File: src/rtl/mem_arb_pkg.sv
// Shared types and widths for the instruction/data memory arbiter.
// Latency: n/a (declarations only).
// Backpressure: n/a (declarations only).
package mem_arb_pkg;

    localparam int DATA_W = 32;
    localparam int BE_W   = 4;
    localparam int CNT_W  = 4;   // wide enough for MAX_WAIT up to 15

    // Which read response is due on the cycle after a grant
    typedef enum logic [1:0] {
        IDLE    = 2'd0,
        RESP_IF = 2'd1,
        RESP_D  = 2'd2
    } resp_state_e;

    // Winner of the shared memory port in the current cycle
    typedef enum logic [1:0] {
        OWN_NONE = 2'd0,
        OWN_IF   = 2'd1,
        OWN_D    = 2'd2
    } owner_e;

endpackage

File: src/rtl/mem_arbiter_if.sv
// Bundle of fetch port, data port and single-port memory signals.
// Latency: n/a (wiring only).
// Backpressure: requesters hold req/addr/we/be/wdata until their gnt.
interface mem_arbiter_if
    import mem_arb_pkg::*;
#(
    parameter int ADDR_W = 12
);
    logic              if_req;
    logic [ADDR_W-1:0] if_addr;
    logic              if_gnt;
    logic              if_rvalid;
    logic [DATA_W-1:0] if_rdata;

    logic              d_req;
    logic              d_we;
    logic [ADDR_W-1:0] d_addr;
    logic [DATA_W-1:0] d_wdata;
    logic [BE_W-1:0]   d_be;
    logic              d_gnt;
    logic              d_rvalid;
    logic [DATA_W-1:0] d_rdata;

    logic              mem_en;
    logic              mem_we;
    logic [BE_W-1:0]   mem_be;
    logic [ADDR_W-1:0] mem_addr;
    logic [DATA_W-1:0] mem_wdata;
    logic [DATA_W-1:0] mem_rdata;

    // Arbiter side
    modport slave (
        input  if_req, if_addr, d_req, d_we, d_addr, d_wdata, d_be, mem_rdata,
        output if_gnt, if_rvalid, if_rdata, d_gnt, d_rvalid, d_rdata,
        output mem_en, mem_we, mem_be, mem_addr, mem_wdata
    );

    // Requester and memory side
    modport master (
        output if_req, if_addr, d_req, d_we, d_addr, d_wdata, d_be, mem_rdata,
        input  if_gnt, if_rvalid, if_rdata, d_gnt, d_rvalid, d_rdata,
        input  mem_en, mem_we, mem_be, mem_addr, mem_wdata
    );

endinterface

File: src/rtl/starve_counter.sv
// Saturating up-counter with synchronous clear, counts denied fetch cycles.
// Latency: count visible the cycle after an increment.
// Backpressure: none; holds at MAX until cleared.
module starve_counter
    import mem_arb_pkg::*;
#(
    parameter int MAX = 2
) (
    input  logic             clk,
    input  logic             reset,
    input  logic             i_inc,
    input  logic             i_clr,
    output logic [CNT_W-1:0] o_cnt
);

    localparam logic [CNT_W-1:0] MAX_CNT = CNT_W'(MAX);

    logic [CNT_W-1:0] r_cnt;

    // Clear wins over increment; stop counting once MAX is reached
    always_ff @(posedge clk) begin
        if (reset) begin
            r_cnt <= '0;
        end else if (i_clr) begin
            r_cnt <= '0;
        end else if (i_inc && (r_cnt != MAX_CNT)) begin
            r_cnt <= r_cnt + 1'b1;
        end
    end

    assign o_cnt = r_cnt;

endmodule

File: src/rtl/mem_arbiter.sv
// Two-port (fetch/data) arbiter onto one single-port memory, data-first with anti-starvation.
// Latency: grant combinational; read data returned exactly 1 cycle after the grant.
// Backpressure: loser's req is simply not granted; one access per cycle, no response stall.
module mem_arbiter
    import mem_arb_pkg::*;
#(
    parameter int ADDR_W   = 12,
    parameter int MAX_WAIT = 2
) (
    input  logic          clk,
    input  logic          reset,
    mem_arbiter_if.slave  bus
);

    localparam logic [CNT_W-1:0] MAX_CNT = CNT_W'(MAX_WAIT);

    owner_e            w_owner;
    logic [CNT_W-1:0]  w_starve_cnt;
    logic              w_if_prio;
    logic              w_cnt_inc;
    logic              w_cnt_clr;

    logic              w_mem_en;
    logic              w_mem_we;
    logic [BE_W-1:0]   w_mem_be;
    logic [ADDR_W-1:0] w_mem_addr;
    logic [DATA_W-1:0] w_mem_wdata;

    resp_state_e       r_state;
    resp_state_e       w_state_nxt;
    logic              w_if_rvalid;
    logic              w_d_rvalid;
    logic [DATA_W-1:0] w_if_rdata;
    logic [DATA_W-1:0] w_d_rdata;

    // A fetch that has waited MAX_WAIT cycles jumps ahead of data
    assign w_if_prio = bus.if_req && (w_starve_cnt == MAX_CNT);

    // Pick the single winner for this cycle; nobody wins during reset
    always_comb begin
        w_owner = OWN_NONE;
        if (!reset) begin
            if (bus.if_req && (w_if_prio || !bus.d_req)) begin
                w_owner = OWN_IF;
            end else if (bus.d_req) begin
                w_owner = OWN_D;
            end
        end
    end

    assign w_cnt_inc = bus.if_req && (w_owner != OWN_IF);
    assign w_cnt_clr = (w_owner == OWN_IF) || !bus.if_req;

    starve_counter #(
        .MAX (MAX_WAIT)
    ) u_starve (
        .clk   (clk),
        .reset (reset),
        .i_inc (w_cnt_inc),
        .i_clr (w_cnt_clr),
        .o_cnt (w_starve_cnt)
    );

    // Steer the winner onto the memory port; everything zero when idle
    always_comb begin
        w_mem_en    = 1'b0;
        w_mem_we    = 1'b0;
        w_mem_be    = '0;
        w_mem_addr  = '0;
        w_mem_wdata = '0;
        case (w_owner)
            OWN_IF: begin
                w_mem_en   = 1'b1;
                w_mem_addr = bus.if_addr;
            end
            OWN_D: begin
                w_mem_en    = 1'b1;
                w_mem_we    = bus.d_we;
                w_mem_be    = bus.d_be;
                w_mem_addr  = bus.d_addr;
                w_mem_wdata = bus.d_wdata;
            end
            default: ;
        endcase
    end

    // Response state register
    always_ff @(posedge clk) begin
        if (reset) begin
            r_state <= IDLE;
        end else begin
            r_state <= w_state_nxt;
        end
    end

    // Next response follows this cycle's read grant; responses are masked during reset
    always_comb begin
        w_state_nxt = IDLE;
        w_if_rvalid = 1'b0;
        w_d_rvalid  = 1'b0;
        w_if_rdata  = '0;
        w_d_rdata   = '0;

        if (w_owner == OWN_IF) begin
            w_state_nxt = RESP_IF;
        end else if ((w_owner == OWN_D) && !bus.d_we) begin
            w_state_nxt = RESP_D;
        end

        if (!reset) begin
            case (r_state)
                RESP_IF: begin
                    w_if_rvalid = 1'b1;
                    w_if_rdata  = bus.mem_rdata;
                end
                RESP_D: begin
                    w_d_rvalid = 1'b1;
                    w_d_rdata  = bus.mem_rdata;
                end
                default: ;
            endcase
        end
    end

    assign bus.if_gnt    = (w_owner == OWN_IF);
    assign bus.d_gnt     = (w_owner == OWN_D);
    assign bus.mem_en    = w_mem_en;
    assign bus.mem_we    = w_mem_we;
    assign bus.mem_be    = w_mem_be;
    assign bus.mem_addr  = w_mem_addr;
    assign bus.mem_wdata = w_mem_wdata;
    assign bus.if_rvalid = w_if_rvalid;
    assign bus.if_rdata  = w_if_rdata;
    assign bus.d_rvalid  = w_d_rvalid;
    assign bus.d_rdata   = w_d_rdata;

endmodule

File: src/flat_wrapper.sv
// flat-port wrapper written by rule: the top's interface ports become plain ports
module mem_arbiter_flat import mem_arb_pkg::*;
#(
    parameter int ADDR_W   = 12,
    parameter int MAX_WAIT = 2
)
  (clk, reset, bus_if_req, bus_if_addr, bus_d_req, bus_d_we, bus_d_addr, bus_d_wdata, bus_d_be, bus_mem_rdata, bus_if_gnt, bus_if_rvalid, bus_if_rdata, bus_d_gnt, bus_d_rvalid, bus_d_rdata, bus_mem_en, bus_mem_we, bus_mem_be, bus_mem_addr, bus_mem_wdata);
  mem_arbiter_if #(.ADDR_W(ADDR_W)) bus_i ();
  input  logic clk;
  input  logic reset;
  input wire logic [$bits(bus_i.if_req)-1:0] bus_if_req;
  input wire logic [$bits(bus_i.if_addr)-1:0] bus_if_addr;
  input wire logic [$bits(bus_i.d_req)-1:0] bus_d_req;
  input wire logic [$bits(bus_i.d_we)-1:0] bus_d_we;
  input wire logic [$bits(bus_i.d_addr)-1:0] bus_d_addr;
  input wire logic [$bits(bus_i.d_wdata)-1:0] bus_d_wdata;
  input wire logic [$bits(bus_i.d_be)-1:0] bus_d_be;
  input wire logic [$bits(bus_i.mem_rdata)-1:0] bus_mem_rdata;
  output wire logic [$bits(bus_i.if_gnt)-1:0] bus_if_gnt;
  output wire logic [$bits(bus_i.if_rvalid)-1:0] bus_if_rvalid;
  output wire logic [$bits(bus_i.if_rdata)-1:0] bus_if_rdata;
  output wire logic [$bits(bus_i.d_gnt)-1:0] bus_d_gnt;
  output wire logic [$bits(bus_i.d_rvalid)-1:0] bus_d_rvalid;
  output wire logic [$bits(bus_i.d_rdata)-1:0] bus_d_rdata;
  output wire logic [$bits(bus_i.mem_en)-1:0] bus_mem_en;
  output wire logic [$bits(bus_i.mem_we)-1:0] bus_mem_we;
  output wire logic [$bits(bus_i.mem_be)-1:0] bus_mem_be;
  output wire logic [$bits(bus_i.mem_addr)-1:0] bus_mem_addr;
  output wire logic [$bits(bus_i.mem_wdata)-1:0] bus_mem_wdata;
  assign bus_i.if_req = bus_if_req;
  assign bus_i.if_addr = bus_if_addr;
  assign bus_i.d_req = bus_d_req;
  assign bus_i.d_we = bus_d_we;
  assign bus_i.d_addr = bus_d_addr;
  assign bus_i.d_wdata = bus_d_wdata;
  assign bus_i.d_be = bus_d_be;
  assign bus_i.mem_rdata = bus_mem_rdata;
  assign bus_if_gnt = bus_i.if_gnt;
  assign bus_if_rvalid = bus_i.if_rvalid;
  assign bus_if_rdata = bus_i.if_rdata;
  assign bus_d_gnt = bus_i.d_gnt;
  assign bus_d_rvalid = bus_i.d_rvalid;
  assign bus_d_rdata = bus_i.d_rdata;
  assign bus_mem_en = bus_i.mem_en;
  assign bus_mem_we = bus_i.mem_we;
  assign bus_mem_be = bus_i.mem_be;
  assign bus_mem_addr = bus_i.mem_addr;
  assign bus_mem_wdata = bus_i.mem_wdata;
  mem_arbiter #(.ADDR_W(ADDR_W), .MAX_WAIT(MAX_WAIT)) u_core (.clk(clk), .reset(reset), .bus(bus_i));
endmodule
File: config.mk
export PLATFORM = sky130hd
export DESIGN_NAME = mem_arbiter_flat
export DESIGN_NICKNAME = d
export VERILOG_FILES = /design/src/rtl/mem_arb_pkg.sv /design/src/rtl/mem_arbiter_if.sv /design/src/rtl/starve_counter.sv /design/src/rtl/mem_arbiter.sv /design/src/flat_wrapper.sv
export SDC_FILE = /design/constraint.sdc
export NUM_CORES = 1
export LEC_CHECK = 0
export CAP_MARGIN = 25
export CORE_ASPECT_RATIO = 0.75
export CORE_MARGIN = 2
export CORE_UTILIZATION = 19
export DETAILED_ROUTE_END_ITERATION = 10
export PLACE_DENSITY = 0.81
export SYNTH_ARGS = -nofsm -noshare
export SYNTH_HDL_FRONTEND = slang
export SYNTH_SLANG_ARGS = --single-unit
export TNS_END_PERCENT = 100
File: constraint.sdc
create_clock -name clk -period 2.05 [get_ports clk]
set_input_delay 0.41 -clock clk [delete_from_list [all_inputs] [get_ports clk]]
set_output_delay 0.41 -clock clk [all_outputs]
set_load 0.05 [all_outputs]
======== After elaboration in Yosys (flattened, before gate mapping) ========
Index checks and enable logic that the tools add are counted.
operators by class
  add/sub/neg operators ................... 1
  multipliers ............................. 0
  div/mod/pow operators ................... 0
  order comparisons ....................... 0
  equal/unequal tests ..................... 7
  shifts and indexed selects .............. 0
  multiplexer cells ....................... 18
  bitwise operators ....................... 0
  reduce and logical (&&, ||, !) cells .... 13
operator list
  kind                                                   number
  two-way mux 32 bit                                     5
  one-hot mux 12 bit (2 select lines)                    1
  two-way mux 2 bit                                      4
  two-way mux 1 bit                                      7
  OR reduction 2 bit                                     3
  logical AND 1 bit                                      5
  adder 4 x 1 -> 4 bit, second input constant            1
  == test 2 x 1 -> 1 bit, second input constant          2
  == test 2 bit, second input constant                   2
  == test 4 x 2 -> 1 bit, second input constant          1
  two-way mux 4 bit                                      1
  inequality test 4 x 2 -> 1 bit, second input constant  1
  logical NOT 1 bit                                      3
  logical OR 1 bit                                       2
  inequality test 2 x 1 -> 1 bit, second input constant  1
word-level totals
  register bits ........................... 6
  bits in latches ......................... 0
  bits in writable memories ............... 0
  bits in read-only memories .............. 0
  bits of input ports ..................... 97
  output and inout port bits .............. 118
  word-level logic and storage cells ...... 42
  memories kept ........................... 0

======== Logic depth before layout (Yosys ltp) ========
  depth after elaboration ................. 10
  mapped depth ............................ 9
  gate-level depth less buffers ........... 8

======== Cells and area by module ========
A second synthesis with hierarchy kept.
unflattened totals
  cell total of the unflattened synthesis .. 180
  area total of the unflattened synthesis .. 1234.9 sq um
modules (own cells, without submodules)
  module          times used  cells an instance  area an instance (sq um)  sequential area each (sq um)
  mem_arbiter     1           158                1018.5                    40.0
  starve_counter  1           22                 216.5                     80.1

======== Least setup slack after synthesis ========
OpenSTA, ideal clock, no wires.
  kind .................................... register to output
  from .................................... register u_core.u_starve.r_cnt[0], in the netlist u_core.u_starve.o_cnt[0]
  to ...................................... output bus_mem_addr[10]
  data arrival time ....................... 2.762 ns
  required time ........................... 1.640 ns
  slack ................................... -1.122 ns
  stages on the path, launching flop included .. 10
  path buffers ............................ 1
  path through ............................ dfxtp_1 -> inv_1 -> ha_1 -> or3b_4 -> a21o_1 -> inv_2 -> ha_1 -> buf_2 -> a22oi_1 -> nor2_1
between the ends
  longest elaborated chain between the ends .. 8
  elaborated cells on any way between the ends .. 9
  those cells by class .................... eq/ne (3); mux (3); reduce/logical (3)
RTL lines
  what                                 RTL line              text
  from (decl)                          starve_counter.sv:18  logic [CNT_W-1:0] r_cnt;
  from (signal assigned)               starve_counter.sv:27  r_cnt <= r_cnt + 1'b1;
  == test 4 x 2 -> 1 bit               mem_arbiter.sv:37     assign w_if_prio = bus.if_req && (w_starve_cnt == MAX_CNT);
  logical AND 1 bit                    mem_arbiter.sv:37
  logical OR 1 bit                     mem_arbiter.sv:43     if (bus.if_req && (w_if_prio || !bus.d_req)) begin
  logical AND 1 bit                    mem_arbiter.sv:43
  two-way mux 2 bit                    mem_arbiter.sv:43
  two-way mux 2 bit                    mem_arbiter.sv:42     if (!reset) begin
  == test 2 x 1 -> 1 bit               -
  via bus_if_gnt                       flat_wrapper.sv:19    output wire logic [$bits(bus_i.if_gnt)-1:0] bus_if_gnt;
  one-hot mux 12 bit (2 select lines)  mem_arbiter.sv:71     case (w_owner)
  to (decl)                            flat_wrapper.sv:28    output wire logic [$bits(bus_i.mem_addr)-1:0] bus_mem_addr;
The timed path passes the listed nets, and every way through them passes these cells.

======== Worst setup path in the final report ========
  from .................................... register u_core.u_starve.r_cnt[0], in the netlist u_core.u_starve.o_cnt[0]
  to ...................................... output bus_mem_addr[6]
between the ends
  longest elaborated chain between the ends .. 8
  elaborated cells on any way between the ends .. 9
  those cells by class .................... eq/ne (3); mux (3); reduce/logical (3)
RTL lines
  what                                                     RTL line
  == test 4 x 2 -> 1 bit *                                 mem_arbiter.sv:37
  logical AND 1 bit *                                      mem_arbiter.sv:37
  logical OR 1 bit *                                       mem_arbiter.sv:43
  logical AND 1 bit *                                      mem_arbiter.sv:43
  two-way mux 2 bit *                                      mem_arbiter.sv:43
  two-way mux 2 bit *                                      mem_arbiter.sv:42
  == test 2 bit or == test 2 x 1 -> 1 bit (tied branches)  mem_arbiter.sv:71
  one-hot mux 12 bit (2 select lines) *                    mem_arbiter.sv:71
Mark *: on every way between the ends. The rest lies on a longest branch, timed or not.

==> summary by stage <==
Routing
The top routing layer in use is met4. The routed length per placed instance is 20.1 µm. The via count normalized by instance count is 4.51. The first TritonRoute pass finished after 4 iterations. In the routed design, unresolved DRC markers number 0. The met3 layer wire length in the routed design is roughly 480 µm.

Once detail routing completed, the nets flagged for antenna violations numbered 0. The via total after detailed routing is 2223. The routed length on met2 is 5750 µm. The iteration-0 DRC count of the detailed router is 25. The routed wire length is 9910 µm. The routed length on met1 is roughly 3400 µm.

Synthesis
Summed over all instances, the cell type with the most area after synthesis is sky130_fd_sc_hd__and2_1. The total number of yosys warnings is 0. The synthesized net count is ~280. For this run, asynchronously set or reset flops after synthesis account for 0%. The number of flops mapped to enable cells by yosys is 0.

Synthesis inferred 6 register bits. The post-synthesis cell area is 1250 µm². The share of Yosys cell area claimed by the top area cell type is 50.7%. Yosys attributes the largest share of cell area to sky130_fd_sc_hd__and2_1, sky130_fd_sc_hd__dfxtp_1, sky130_fd_sc_hd__a22oi_1.

Yosys mapped the design onto 28 distinct sky130hd cell types. In the post-synthesis netlist, the cell with the most instances is sky130_fd_sc_hd__and2_1. The average instance in the mapped netlist occupies 7.17 µm².

The commonest cells after synthesis are sky130_fd_sc_hd__and2_1, sky130_fd_sc_hd__nor2_1, sky130_fd_sc_hd__a22oi_1, sky130_fd_sc_hd__buf_6, sky130_fd_sc_hd__dfxtp_1. Counting every instance in the synthesized netlist gives 174. In the synthesized netlist the dominant register cell turns out to be sky130_fd_sc_hd__dfxtp_1. The sequential fraction of the synthesis area is about a tenth.

Floorplanning
The floorplan has 25 rows. For this configuration, the core starts out at a cell density of 19.7%. The die covers 7240 µm². The die outline width is 97.6 µm. The die span in y is 74.2 µm.

The total I/O pin count is 215. The core area is between 6000 and 7000 µm².

Finish
Once layout is complete, the cells apart from fillers number 493. The final-layout fill cell count is 303. The area growth from synthesis to layout is 335%.

The final net count is 516. The count of antenna diodes in the layout is 0. The layout cell share with drive strength beyond 1 is between 60% and 70%.

Global route
The number of antenna violations at the first check in global routing is 0. The first-pass GRT wire length is between 10000 and 15000 µm. Across every metal layer, demand over resource in global routing totals between 20 and 25%. The sum of overflow across all layers after global routing is 0. The largest net degree at the start of global routing is 34. The via count of the first global-routing pass is between 2000 and 2500.

Worst hold path
The worst hold path terminates at u_core.u_starve.o_cnt[1]. The worst min-delay path class is reg -> reg. Counting instances, the worst hold path has a depth of 2.

The worst hold path begins at u_core.u_starve.o_cnt[1].

Critical path
STA puts the critical path data required time at 1640 ps. The largest driver fanout on the critical path is 7. For the worst setup path, the data arrival time is 2110 ps.

The worst reg2reg path depth is 10. The element type at the critical path start is a flop. The reg-to-reg endpoint is u_core.u_starve.o_cnt[1]. The worst setup path is captured at an output port. The slack of the worst reg-to-reg path is 60 ps. The setup path with the least slack is of type reg -> out. The launch point of the worst reg-to-reg path is u_core.u_starve.o_cnt[0].

CTS
The later pin in the worst-skew pair is clocked with a latency of approximately 230 ps. The largest buffer count on any clock path is 2. The number of levels in the clock H-tree is 1.

TritonCTS built the clock tree. Clock-pin slew was measured on the worst setup and hold paths at 40 ps. The count of clock tree sinks is 6. The number of buffers inserted for hold repair after clock tree synthesis is 0.

Clock tree synthesis selected as its root buffer the cell sky130_fd_sc_hd__clkbuf_8. Buffers inserted during clock tree synthesis total 3.

STA
The accumulated negative setup slack is -22250 ps. The routed design could run at a clock period as short as 2520 ps. The final-report setup violation count is 52.

For the pin with the worst max-slew slack, the measured transition is 228 ps. The maximum clock frequency is between 300 and 400 MHz. The share of the cycle needed by the critical path after routing is 123%. The worst pin sits at a relative slew slack of 84.6%. The number of slew-limit violations in the final report is 0.

The post-route worst setup slack is -469 ps. The final hold violation count is 0. The clock arrives with 0.439 ps of skew. Setup repair after global routing could not meet its margin everywhere.

Place
In this run the tool buffered the top-level ports with between 200 and 250 buffer cells. The sum of net half-perimeters after detailed placement is just under 8000 µm. The congestion estimate from routability-driven global placement came to 0.834. The number of placed instances, taps included is 476.

Run
The count of maximum capacitance violations is 0.

Status
The flow ran to the end, but the final reports show violations. The final reports fail on negative setup slack.

Power
The highest ir drop seen on vdd is between 200 and 300 µV. For this design the static power due to leakage is approximately 2.2 nW. In this run the power density over the cells is 231 nW/µm².
[metal layers]
metal / vias up / track usage, %
li1: 1038 / -
met1: 1055 / 25.1
met2: 105 / 50.5
met3: 25 / 4.61
met4: 0 / 7.25
met5: - / 0
[power breakdown]
group	leakage (nW)	internal [mW]	switching [mW]	total, mW
Combinational	2.12	0.525	0.423	0.949
Sequential	0.0495	0.122	0.00327	0.125
Clock	0.0216	0.127	0.0564	0.183
[worst max-delay path by stage]
stage,startpoint,to,depth (start not counted)
4_1_cts,u_core.u_starve.o_cnt[0],bus_mem_addr[6],8
3_3_place_gp,bus_if_req,bus_mem_addr[2],7
6_report,u_core.u_starve.o_cnt[0],bus_mem_addr[6],10
2_1_floorplan,u_core.u_starve.o_cnt[0],bus_mem_addr[10],9
5_1_grt,u_core.u_starve.o_cnt[0],bus_mem_addr[6],10
3_5_place_dp,bus_if_req,bus_mem_addr[3],7
[kinds of logic after synthesis]
group / share of synthesized area, %
flip-flops: 9.63
AO/OA/AOI/OAI: 9.23
AND/OR/NAND/NOR: 66.4
adder cells (fa/ha/maj): 5.02
XOR/XNOR: 1.40
buffers and inverters: 8.32
[stage by stage]
stage	power, mW	utilization [%]	cell area, µm²	hold slack [ps]	setup slack (ps)
global placement	0.982	79.9	5050	546	-369
global route	1.29	86.0	5430	582	-517
CTS	1.23	84.2	5320	562	-441
finish	1.26	86.0	5430	565	-469
floorplan	0.512	-	1590	479	-343
detailed placement	1.00	79.9	5050	557	-472
[worst max-delay path, stage by stage, from the launching register on]
cell	delay, ps
sky130_fd_sc_hd__dfxtp_2	310
sky130_fd_sc_hd__inv_2	70
sky130_fd_sc_hd__ha_4	130
sky130_fd_sc_hd__or3b_4	390
sky130_fd_sc_hd__a21o_4	250
sky130_fd_sc_hd__inv_4	60
sky130_fd_sc_hd__ha_4	160
sky130_fd_sc_hd__buf_12	130
sky130_fd_sc_hd__a22oi_2	80
sky130_fd_sc_hd__nor2_4	140
sky130_fd_sc_hd__buf_12	150
[sequential cells by signal, summed over array words and instances, names as in the netlist]
name and cells:
u_core.u_starve.o_cnt 4, u_core.r_state 2
[cell type report]
type	instances	area [µm²]	share of cell area, %
flip-flops and latches	6	123	2.26
inverters	3	17.5	0.323
repair buffers	247	3750	69.0
well taps	81	101	1.87
multi-input cells	153	1400	25.8
clock buffers	3	41.3	0.760
[timing repair]
item	4_1_cts	5_1_grt
endpoints found under the setup margin	118	79
setup buffers	8	1
gates resized for setup	36	17
pin swaps	16	8
gates cloned	2	4
[layout by cell type, fill, tap and decap left out, drive strengths merged, types with 2 or more instances in the layout]
| master | count |
|---|---|
| a22oi | 12 |
| and2 | 101 |
| buf | 149 |
| clkbuf | 6 |
| clkdlybuf4s50 | 95 |
| dfxtp | 6 |
| ha | 5 |
| inv | 2 |
| nand2b | 3 |
| nand3b | 2 |
| nor2 | 15 |
| nor3b | 3 |
No activity file was read; power rests on OpenSTA's default activity.
